<file path="src/rtl/mulacc_cfu_arbiter_if.sv">
// -----------------------------------------------------------------------------
// mulacc_cfu_arbiter_if
// Bus between the requester arbiter and the shared multiply-accumulate CFU.
//
// Signals
//   cfu_clock_en         arbiter -> CFU  clock enable (held high)
//   cfu_req_valid        arbiter -> CFU  request valid (CFU never stalls)
//   cfu_req_function_id  arbiter -> CFU  0 = reset accumulator, 1 = mulacc
//   cfu_req_id           arbiter -> CFU  {requester index, local id}
//   cfu_req_data         arbiter -> CFU  operand pair {b, a}
//   cfu_resp_valid       CFU -> arbiter  response valid, fixed latency
//   cfu_resp_id          CFU -> arbiter  id echoed from the request
//   cfu_resp_data        CFU -> arbiter  accumulator value
//   cfu_resp_ok          CFU -> arbiter  status
//
// Modports
//   master  arbiter side (drives requests, receives responses)
//   slave   CFU side
// -----------------------------------------------------------------------------
interface mulacc_cfu_arbiter_if #(
   parameter int ID_W          = 6,
   parameter int FUNCTION_ID_W = 1,
   parameter int DATA_W        = 32
) ();

   logic                     cfu_clock_en;
   logic                     cfu_req_valid;
   logic [FUNCTION_ID_W-1:0] cfu_req_function_id;
   logic [ID_W-1:0]          cfu_req_id;
   logic [2*DATA_W-1:0]      cfu_req_data;
   logic                     cfu_resp_valid;
   logic [ID_W-1:0]          cfu_resp_id;
   logic [DATA_W-1:0]        cfu_resp_data;
   logic                     cfu_resp_ok;

   modport master (
      output cfu_clock_en, cfu_req_valid, cfu_req_function_id, cfu_req_id, cfu_req_data,
      input  cfu_resp_valid, cfu_resp_id, cfu_resp_data, cfu_resp_ok
   );

   modport slave (
      input  cfu_clock_en, cfu_req_valid, cfu_req_function_id, cfu_req_id, cfu_req_data,
      output cfu_resp_valid, cfu_resp_id, cfu_resp_data, cfu_resp_ok
   );

endinterface

</file>
<file path="src/rtl/mulacc_cfu_arbiter.sv">
// -----------------------------------------------------------------------------
// mulacc_cfu_arbiter
// Shares one pipelined, stateful multiply-accumulate CFU (fixed latency, II=1,
// no backpressure, single accumulator) among NREQ requesters. Round-robin
// arbitration with an optional lock that lets one requester own the
// accumulator across a reset+mulacc sequence. Each issued request carries the
// requester index in the top IDX_W id bits; responses are routed back by it.
//
// Handshake: a requester transfer happens on a rising clock edge where
// rq_valid[i] and rq_ready[i] are both high. rq_ready is combinational and
// may depend on rq_valid in the same cycle; at most one rq_ready bit is high.
// The CFU side is valid-only: requests are always taken, and responses are
// always consumed.
//
// Ports
//   clock, reset      clock; synchronous active-high reset
//   rq_valid/ready    per-requester request handshake
//   rq_lock           requester keeps ownership after this request
//   rq_function_id    packed function ids, requester i at slice i
//   rq_id             packed local ids
//   rq_data           packed operand pairs {b, a}
//   cfu               CFU bus (master modport)
//   rs_valid          per-requester response strobe
//   rs_id/data/ok     shared response payload
//   inflight          issued, not yet returned operations
//   err               sticky protocol error
//   dbg_state         0 = IDLE, 1 = LOCKED
//   dbg_owner         current/last lock owner
//   dbg_rr_ptr        round-robin start index
// -----------------------------------------------------------------------------
module mulacc_cfu_arbiter #(
   parameter int NREQ              = 4,
   parameter int IDX_W             = 2,
   parameter int LOCAL_ID_W        = 4,
   parameter int CFU_FUNCTION_ID_W = 1,
   parameter int CFU_DATA_W        = 32,
   parameter int CFU_LATENCY       = 3,
   parameter int INFLIGHT_W        = $clog2(CFU_LATENCY + 3)
) (
   input  logic                                  clock,
   input  logic                                  reset,
   input  logic [NREQ-1:0]                       rq_valid,
   output logic [NREQ-1:0]                       rq_ready,
   input  logic [NREQ-1:0]                       rq_lock,
   input  logic [NREQ*CFU_FUNCTION_ID_W-1:0]     rq_function_id,
   input  logic [NREQ*LOCAL_ID_W-1:0]            rq_id,
   input  logic [NREQ*2*CFU_DATA_W-1:0]          rq_data,
   mulacc_cfu_arbiter_if.master                  cfu,
   output logic [NREQ-1:0]                       rs_valid,
   output logic [LOCAL_ID_W-1:0]                 rs_id,
   output logic [CFU_DATA_W-1:0]                 rs_data,
   output logic                                  rs_ok,
   output logic [INFLIGHT_W-1:0]                 inflight,
   output logic                                  err,
   output logic                                  dbg_state,
   output logic [IDX_W-1:0]                      dbg_owner,
   output logic [IDX_W-1:0]                      dbg_rr_ptr
);

   localparam int ID_W    = IDX_W + LOCAL_ID_W;
   localparam int DRAIN_W = (CFU_LATENCY > 1) ? $clog2(CFU_LATENCY + 1) : 1;
   localparam logic [DRAIN_W-1:0] DRAIN_INIT = DRAIN_W'(CFU_LATENCY);

   localparam logic [0:0] ST_IDLE   = 1'b0;
   localparam logic [0:0] ST_LOCKED = 1'b1;

   // ---------------------------------------------------------------------------
   // State
   // ---------------------------------------------------------------------------
   logic [0:0]                   state_q, state_d;
   logic [IDX_W-1:0]             owner_q, owner_d;
   logic [IDX_W-1:0]             rr_ptr_q, rr_ptr_d;

   logic                         req_valid_q;
   logic [CFU_FUNCTION_ID_W-1:0] req_func_q;
   logic [ID_W-1:0]              req_id_q;
   logic [2*CFU_DATA_W-1:0]      req_data_q;

   logic [NREQ-1:0]              rs_valid_q;
   logic [LOCAL_ID_W-1:0]        rs_id_q;
   logic [CFU_DATA_W-1:0]        rs_data_q;
   logic                         rs_ok_q;

   logic [INFLIGHT_W-1:0]        inflight_q, inflight_d;
   logic                         err_q, err_d;
   logic [DRAIN_W-1:0]           drain_q;

   // ---------------------------------------------------------------------------
   // Grant selection
   // ---------------------------------------------------------------------------
   logic                         grant_found;
   logic [IDX_W-1:0]             grant_idx;
   int                           cand;

   function automatic logic [IDX_W-1:0] wrap_inc(input logic [IDX_W-1:0] v);
      if (int'(v) >= NREQ - 1) wrap_inc = '0;
      else                     wrap_inc = v + IDX_W'(1);
   endfunction

   always_comb begin
      grant_found = 1'b0;
      grant_idx   = '0;
      cand        = 0;
      if (state_q == ST_LOCKED) begin
         grant_idx   = owner_q;
         grant_found = rq_valid[owner_q];
      end else begin
         // First valid requester scanning rr_ptr, rr_ptr+1, ... modulo NREQ.
         for (int k = 0; k < NREQ; k++) begin
            cand = int'(rr_ptr_q) + k;
            if (cand >= NREQ) cand = cand - NREQ;
            if (!grant_found && rq_valid[cand]) begin
               grant_found = 1'b1;
               grant_idx   = IDX_W'(cand);
            end
         end
      end
      // Nothing is accepted while reset is held; it would be lost anyway.
      if (reset) grant_found = 1'b0;
      rq_ready = '0;
      if (grant_found) rq_ready[grant_idx] = 1'b1;
   end

   // ---------------------------------------------------------------------------
   // IDLE / LOCKED control
   // ---------------------------------------------------------------------------
   always_comb begin
      state_d  = state_q;
      owner_d  = owner_q;
      rr_ptr_d = rr_ptr_q;
      if (state_q == ST_IDLE) begin
         if (grant_found) begin
            if (rq_lock[grant_idx]) begin
               state_d = ST_LOCKED;
               owner_d = grant_idx;
            end else begin
               rr_ptr_d = wrap_inc(grant_idx);
            end
         end
      end else begin
         // Release does not wait for a request; a concurrent owner request is
         // accepted as the final one of the locked sequence.
         if (!rq_lock[owner_q]) begin
            state_d  = ST_IDLE;
            rr_ptr_d = wrap_inc(owner_q);
         end
      end
   end

   always_ff @(posedge clock) begin
      if (reset) begin
         state_q  <= ST_IDLE;
         owner_q  <= '0;
         rr_ptr_q <= '0;
      end else begin
         state_q  <= state_d;
         owner_q  <= owner_d;
         rr_ptr_q <= rr_ptr_d;
      end
   end

   // ---------------------------------------------------------------------------
   // Issue register: payload holds when nothing is accepted.
   // ---------------------------------------------------------------------------
   always_ff @(posedge clock) begin
      if (reset) begin
         req_valid_q <= 1'b0;
         req_func_q  <= '0;
         req_id_q    <= '0;
         req_data_q  <= '0;
      end else begin
         req_valid_q <= grant_found;
         if (grant_found) begin
            req_func_q <= rq_function_id[grant_idx*CFU_FUNCTION_ID_W +: CFU_FUNCTION_ID_W];
            req_id_q   <= {grant_idx, rq_id[grant_idx*LOCAL_ID_W +: LOCAL_ID_W]};
            req_data_q <= rq_data[grant_idx*2*CFU_DATA_W +: 2*CFU_DATA_W];
         end
      end
   end

   assign cfu.cfu_clock_en        = 1'b1;
   assign cfu.cfu_req_valid       = req_valid_q;
   assign cfu.cfu_req_function_id = req_func_q;
   assign cfu.cfu_req_id          = req_id_q;
   assign cfu.cfu_req_data        = req_data_q;

   // ---------------------------------------------------------------------------
   // Response routing
   // ---------------------------------------------------------------------------
   // For CFU_LATENCY cycles after reset the CFU may still return results of
   // operations issued before reset; those are dropped silently.
   logic             resp_take;
   logic [IDX_W-1:0] resp_idx;
   logic             resp_idx_ok;

   assign resp_take   = cfu.cfu_resp_valid && (drain_q == '0);
   assign resp_idx    = cfu.cfu_resp_id[ID_W-1 -: IDX_W];
   assign resp_idx_ok = int'(resp_idx) < NREQ;

   always_ff @(posedge clock) begin
      if (reset) begin
         drain_q <= DRAIN_INIT;
      end else if (drain_q != '0) begin
         drain_q <= drain_q - DRAIN_W'(1);
      end
   end

   always_ff @(posedge clock) begin
      if (reset) begin
         rs_valid_q <= '0;
         rs_id_q    <= '0;
         rs_data_q  <= '0;
         rs_ok_q    <= 1'b0;
      end else begin
         rs_valid_q <= '0;
         if (resp_take && resp_idx_ok) begin
            rs_valid_q[resp_idx] <= 1'b1;
            rs_id_q              <= cfu.cfu_resp_id[LOCAL_ID_W-1:0];
            rs_data_q            <= cfu.cfu_resp_data;
            rs_ok_q              <= cfu.cfu_resp_ok;
         end
      end
   end

   // ---------------------------------------------------------------------------
   // In-flight count and sticky error
   // ---------------------------------------------------------------------------
   always_comb begin
      inflight_d = inflight_q;
      // An unexpected response with nothing in flight must not underflow.
      if (req_valid_q && !(resp_take && inflight_q != '0)) begin
         if (!resp_take || inflight_q == '0) inflight_d = inflight_q + INFLIGHT_W'(1);
      end else if (!req_valid_q && resp_take && inflight_q != '0) begin
         inflight_d = inflight_q - INFLIGHT_W'(1);
      end
      err_d = err_q
            | (resp_take && inflight_q == '0)
            | (resp_take && !resp_idx_ok);
   end

   always_ff @(posedge clock) begin
      if (reset) begin
         inflight_q <= '0;
         err_q      <= 1'b0;
      end else begin
         inflight_q <= inflight_d;
         err_q      <= err_d;
      end
   end

   assign rs_valid   = rs_valid_q;
   assign rs_id      = rs_id_q;
   assign rs_data    = rs_data_q;
   assign rs_ok      = rs_ok_q;
   assign inflight   = inflight_q;
   assign err        = err_q;
   assign dbg_state  = state_q;
   assign dbg_owner  = owner_q;
   assign dbg_rr_ptr = rr_ptr_q;

endmodule

</file>
<file path="src/flat_wrapper.sv">
// flat-port wrapper written by rule: the top's interface ports become plain ports
module mulacc_cfu_arbiter_flat 
#(
   parameter int NREQ              = 4,
   parameter int IDX_W             = 2,
   parameter int LOCAL_ID_W        = 4,
   parameter int CFU_FUNCTION_ID_W = 1,
   parameter int CFU_DATA_W        = 32,
   parameter int CFU_LATENCY       = 3,
   parameter int INFLIGHT_W        = $clog2(CFU_LATENCY + 3)
)
  (clock, reset, rq_valid, rq_ready, rq_lock, rq_function_id, rq_id, rq_data, rs_valid, rs_id, rs_data, rs_ok, inflight, err, dbg_state, dbg_owner, dbg_rr_ptr, cfu_cfu_clock_en, cfu_cfu_req_valid, cfu_cfu_req_function_id, cfu_cfu_req_id, cfu_cfu_req_data, cfu_cfu_resp_valid, cfu_cfu_resp_id, cfu_cfu_resp_data, cfu_cfu_resp_ok);
  mulacc_cfu_arbiter_if #(.ID_W((IDX_W + (4))), .FUNCTION_ID_W((1)), .DATA_W((32))) cfu_i ();
  input  logic clock;
  input  logic reset;
  input  logic [NREQ-1:0] rq_valid;
  output logic [NREQ-1:0] rq_ready;
  input  logic [NREQ-1:0] rq_lock;
  input  logic [NREQ*CFU_FUNCTION_ID_W-1:0] rq_function_id;
  input  logic [NREQ*LOCAL_ID_W-1:0] rq_id;
  input  logic [NREQ*2*CFU_DATA_W-1:0] rq_data;
  output logic [NREQ-1:0] rs_valid;
  output logic [LOCAL_ID_W-1:0] rs_id;
  output logic [CFU_DATA_W-1:0] rs_data;
  output logic rs_ok;
  output logic [INFLIGHT_W-1:0] inflight;
  output logic err;
  output logic dbg_state;
  output logic [IDX_W-1:0] dbg_owner;
  output logic [IDX_W-1:0] dbg_rr_ptr;
  output wire logic [$bits(cfu_i.cfu_clock_en)-1:0] cfu_cfu_clock_en;
  output wire logic [$bits(cfu_i.cfu_req_valid)-1:0] cfu_cfu_req_valid;
  output wire logic [$bits(cfu_i.cfu_req_function_id)-1:0] cfu_cfu_req_function_id;
  output wire logic [$bits(cfu_i.cfu_req_id)-1:0] cfu_cfu_req_id;
  output wire logic [$bits(cfu_i.cfu_req_data)-1:0] cfu_cfu_req_data;
  input wire logic [$bits(cfu_i.cfu_resp_valid)-1:0] cfu_cfu_resp_valid;
  input wire logic [$bits(cfu_i.cfu_resp_id)-1:0] cfu_cfu_resp_id;
  input wire logic [$bits(cfu_i.cfu_resp_data)-1:0] cfu_cfu_resp_data;
  input wire logic [$bits(cfu_i.cfu_resp_ok)-1:0] cfu_cfu_resp_ok;
  assign cfu_cfu_clock_en = cfu_i.cfu_clock_en;
  assign cfu_cfu_req_valid = cfu_i.cfu_req_valid;
  assign cfu_cfu_req_function_id = cfu_i.cfu_req_function_id;
  assign cfu_cfu_req_id = cfu_i.cfu_req_id;
  assign cfu_cfu_req_data = cfu_i.cfu_req_data;
  assign cfu_i.cfu_resp_valid = cfu_cfu_resp_valid;
  assign cfu_i.cfu_resp_id = cfu_cfu_resp_id;
  assign cfu_i.cfu_resp_data = cfu_cfu_resp_data;
  assign cfu_i.cfu_resp_ok = cfu_cfu_resp_ok;
  mulacc_cfu_arbiter #(.NREQ(NREQ), .IDX_W(IDX_W), .LOCAL_ID_W(LOCAL_ID_W), .CFU_FUNCTION_ID_W(CFU_FUNCTION_ID_W), .CFU_DATA_W(CFU_DATA_W), .CFU_LATENCY(CFU_LATENCY), .INFLIGHT_W(INFLIGHT_W)) u_core (.clock(clock), .reset(reset), .rq_valid(rq_valid), .rq_ready(rq_ready), .rq_lock(rq_lock), .rq_function_id(rq_function_id), .rq_id(rq_id), .rq_data(rq_data), .cfu(cfu_i), .rs_valid(rs_valid), .rs_id(rs_id), .rs_data(rs_data), .rs_ok(rs_ok), .inflight(inflight), .err(err), .dbg_state(dbg_state), .dbg_owner(dbg_owner), .dbg_rr_ptr(dbg_rr_ptr));
endmodule
</file>
<file path="config.mk">
export PLATFORM = sky130hd
export DESIGN_NAME = mulacc_cfu_arbiter_flat
export DESIGN_NICKNAME = d
export VERILOG_FILES = /design/src/rtl/mulacc_cfu_arbiter_if.sv /design/src/rtl/mulacc_cfu_arbiter.sv /design/src/flat_wrapper.sv
export SDC_FILE = /design/constraint.sdc
export NUM_CORES = 1
export LEC_CHECK = 0
export BUFFER_PORTS_ARGS = -buffer_cell sky130_fd_sc_hd__buf_4
export CORE_AREA = 10 10 168 170
export DETAILED_ROUTE_END_ITERATION = 8
export DIE_AREA = 0 0 178 180
export HOLD_SLACK_MARGIN = 0.08
export SYNTH_ARGS = -nofsm -noshare
export SYNTH_HDL_FRONTEND = slang
export SYNTH_SLANG_ARGS = --single-unit
</file>
<file path="constraint.sdc">
create_clock -name clock -period 3 [get_ports clock]
set_input_delay 0.3 -clock clock [delete_from_list [all_inputs] [get_ports clock]]
set_output_delay 0.3 -clock clock [all_outputs]
set_load 0.02 [all_outputs]
</file>
==> results.tsv <==
stage	metric	value	unit
synth	Post-Synthesis Cell Area	6890	sq um
global_route	GR Util All Layers	18.7	%
status	status	complete, no violations	
clock_tree	CTS tree	yes	
synth	Yosys top cell area share	36.0	%
routing	drt wl/cell	19.6	microns
setup_path	crit-path max FO	62	
placed_design	Final HPWL DP	24800	microns
setup_path	Worst Reg-to-Reg Cells	7	
synth	EDFF count, synth	0	
job	max_cap viols	0	
routing	Final ANT Viol Nets	0	
power_and_ir_drop	power density over the cells	717	nW/um^2
routing	final wirelength	32500	microns
synth	main area contributors after synthesis	dfxtp_1 (36%), nand2_1 (20%), a21oi_2 (9.9%)	
global_route	global-route wire length before repair	46900	microns
timing	Finish-stage setup viols	0	
routing	DRT Pass-1 Iters	5	
timing	setup TNS	0	ns
timing	Relative slew margins	57.6	%
timing	Final Hold Fails	0	
timing	final critical-path share of the clock period	92.1	%
placed_design	GP Congestion	0.877	
setup_path	r2r endpoint	u_core.cfu.cfu_req_data[52]$_SDFFE_PP0P_	
timing	Tmin final	2.76	ns
clock_tree	clk slew on worst S/H paths	0.06	ns
setup_path	CP Data Required Time	2.70	ns
clock_tree	root buffer cell	clkbuf_16	
global_route	total grt overflow	0	
layout	FILL cells	2615	
synth	Syn Area/Cell	7.73	sq um
setup_path	CP arrival	2.46	ns
floorplan	num ports	453	
routing	routed vias	7840	
synth	Synthesized Nets	1225	
power_and_ir_drop	Power, Total	7.90	mW
synth	Syn. warnings	0	
clock_tree	TritonCTS Buffers	17	
setup_path	type of the worst setup path	reg -> out	
layout	Layout Nets	1647	
timing	fin. max-slew vios	0	
layout	commonest non-fill, non-tap cell in the layout	buf_4	
layout	most frequent cells in the layout	buf_4 (463), nand2_1 (359), dfxtp_1 (123)	
floorplan	Rows	58	
timing	Max Clk Rate	0.362	GHz
clock_tree	Clock Latency Late Sink	0.42	ns
global_route	largest net degree at the start of global routing	80	
routing	drt drc	0	
floorplan	Initial Utilization	27.7	%
setup_path	Critical Path Sink	rq_ready[1]	
timing	RSZ-0062 raised after global routing	no	
clock_tree	Clock Tree Buf Depth	2	
global_route	vias in the first global route	7763	
synth	synth unique cells	62	
clock_tree	H-tree Lvls	4	
synth	post-synthesis instance total	892	
floorplan	Die H	180	microns
layout	layout cells sized above 1	44.5	%
timing	Worst-Margin Slew	0.630	ns
synth	Synth Register Bits	124	
worst_hold_path	Hold WC Path Type	in -> reg	
setup_path	Crit. Startpoint	u_core.dbg_rr_ptr[1]$_SDFFE_PP0P_	
clock_tree	clk sinks	124	
synth	register area share after synthesis	36.0	%
global_route	initial antenna violation count	4	
setup_path	Worst setup EP type	primary output	
synth	FFs w/ async S/R, synth	0	%
layout	area added between synthesis and finish	59.6	%
floorplan	Core Region	24900	sq um
routing	Vias per Instance	4.72	
routing	Iteration-0 DRC Markers	452	
floorplan	Die W	178	microns
synth	predominant post-synthesis flop cell	dfxtp_1	
synth	Synth area leader	dfxtp_1	
power_and_ir_drop	Leak	5.44	nW
power_and_ir_drop	Max VDD drop	341	uV
setup_path	Startpoint Class	register	
placed_design	IO buf count	451	
setup_path	FF-to-FF Start	u_core.dbg_rr_ptr[0]$_SDFFE_PP0P_	
setup_path	Worst R2R Setup Slack	0.52	ns
floorplan	Die ar.	32000	sq um
timing	Layout Skew	0.0122	ns
-- through the flow --
stage / util, % / instance area [sq um] / worst slack [ns] / hold slack [ns] / instances
finish: 44.2 / 11000 / 0.238 / 0.129 / 1660
global route: 44.2 / 11000 / 0.0532 / 0.113 / 1659
CTS: 44.0 / 11000 / 0.00602 / 0.108 / 1653
detailed placement: 41.7 / 10400 / 0.432 / 0.437 / 1619
global placement: 41.7 / 10400 / 0.450 / 0.435 / 1619
floorplan: - / 6890 / 0.579 / 0.377 / 892
-- registers in the layout, summed over array words and instances, names as in the netlist --
name	cells
u_core.drain_q	2
u_core.cfu.cfu_req_data	64
u_core.cfu.cfu_req_valid	1
u_core.cfu.cfu_req_function_id	1
u_core.inflight	3
u_core.dbg_rr_ptr	2
u_core.err	1
u_core.rs_ok	1
u_core.rs_id	4
u_core.rs_data	32
u_core.dbg_state	1
u_core.dbg_owner	2
u_core.cfu.cfu_req_id	6
u_core.rs_valid	4
-- worst max-delay path, cell delays in order, from the launching register on --
cell,delay [ns]
dfxtp_2,0.39
mux2i_2,0.30
o221ai_2,0.25
o21a_4,0.30
inv_4,0.10
buf_16,0.24
ha_1,0.19
and2_1,0.12
buf_4,0.14
-- worst min path at each step --
stage                     slack, ns  cells past startpoint                             startpoint                               endpoint
after detailed placement       0.44                      2  u_core.cfu.cfu_req_id[5]$_SDFFE_PP0P_  u_core.cfu.cfu_req_id[5]$_SDFFE_PP0P_
final                          0.13                      3                  cfu_cfu_resp_data[28]        u_core.rs_data[28]$_SDFFE_PP0P_
after floorplan                0.38                      1                     cfu_cfu_resp_id[5]          u_core.rs_valid[1]$_SDFF_PP0_
after CTS                      0.11                      3                   cfu_cfu_resp_data[9]         u_core.rs_data[9]$_SDFFE_PP0P_
after global placement         0.44                      2  u_core.cfu.cfu_req_id[5]$_SDFFE_PP0P_  u_core.cfu.cfu_req_id[5]$_SDFFE_PP0P_
after global routing           0.11                      3                  cfu_cfu_resp_data[16]        u_core.rs_data[16]$_SDFFE_PP0P_
-- per-layer routing --
metal  up-vias  part of all wire, %  track usage, %
li1       3872                    -               -
met1      3619                   38            20.3
met2       318                   50            32.2
met3        31                   10            7.56
met4         0                  2.0            6.14
met5         -                    0               0
-- cell families (layout without fill, tap and decap cells) --
kind of cell / Yosys count / after routing / share of synthesized area, %
other cells: 1 / 5 / 0.0544
mux: 10 / 10 / 1.91
compound gates: 271 / 272 / 29.1
fa+ha+maj: 7 / 7 / 1.38
flops: 124 / 124 / 36.0
xor+xnor: 3 / 3 / 0.381
simple gates: 399 / 399 / 23.0
buf+inv: 77 / 510 / 8.20
-- cell type report --
cell class | instances | area [sq um] | share of cell area [%]
Clock inverter | 10 | 119 | 1.08
Antenna cell | 4 | 10.0 | 0.0910
Inverter | 8 | 46.3 | 0.421
Multi-Input combinational cell | 692 | 3880 | 35.2
Clock buffer | 21 | 440 | 4.00
Timing Repair Buffer | 471 | 3610 | 32.8
Sequential cell | 124 | 2480 | 22.6
Tap cell | 330 | 413 | 3.75
-- synthesized netlist by cell type (3+ instances only) --
cell type,count
nor2_1,9
a211o_1,68
ha_1,6
inv_1,5
buf_2,23
buf_4,4
dfxtp_1,124
nor2b_1,3
mux2i_1,6
o21ai_0,3
nand2b_1,3
o21a_1,3
buf_6,8
buf_12,8
and2_1,4
clkbuf_1,21
a21oi_1,99
a21oi_2,78
nand2_1,359
a221oi_1,3
or3_1,3
-- power breakdown --
| part | internal, mW | total (mW) | switching (mW) |
|---|---|---|---|
| clock network | 1.22 | 2.02 | 0.802 |
| logic | 1.49 | 3.56 | 2.07 |
| registers | 2.06 | 2.31 | 0.252 |
| total | 4.77 | 7.90 | 3.12 |
-- timing repair --
action	CTS	global route
setup endpoints to repair	0	1
hold buffers	3	0
setup buffers	0	2
gates resized for setup	0	3
hold endpoints to repair	3	0
No activity file was read; power rests on OpenSTA's default activity.
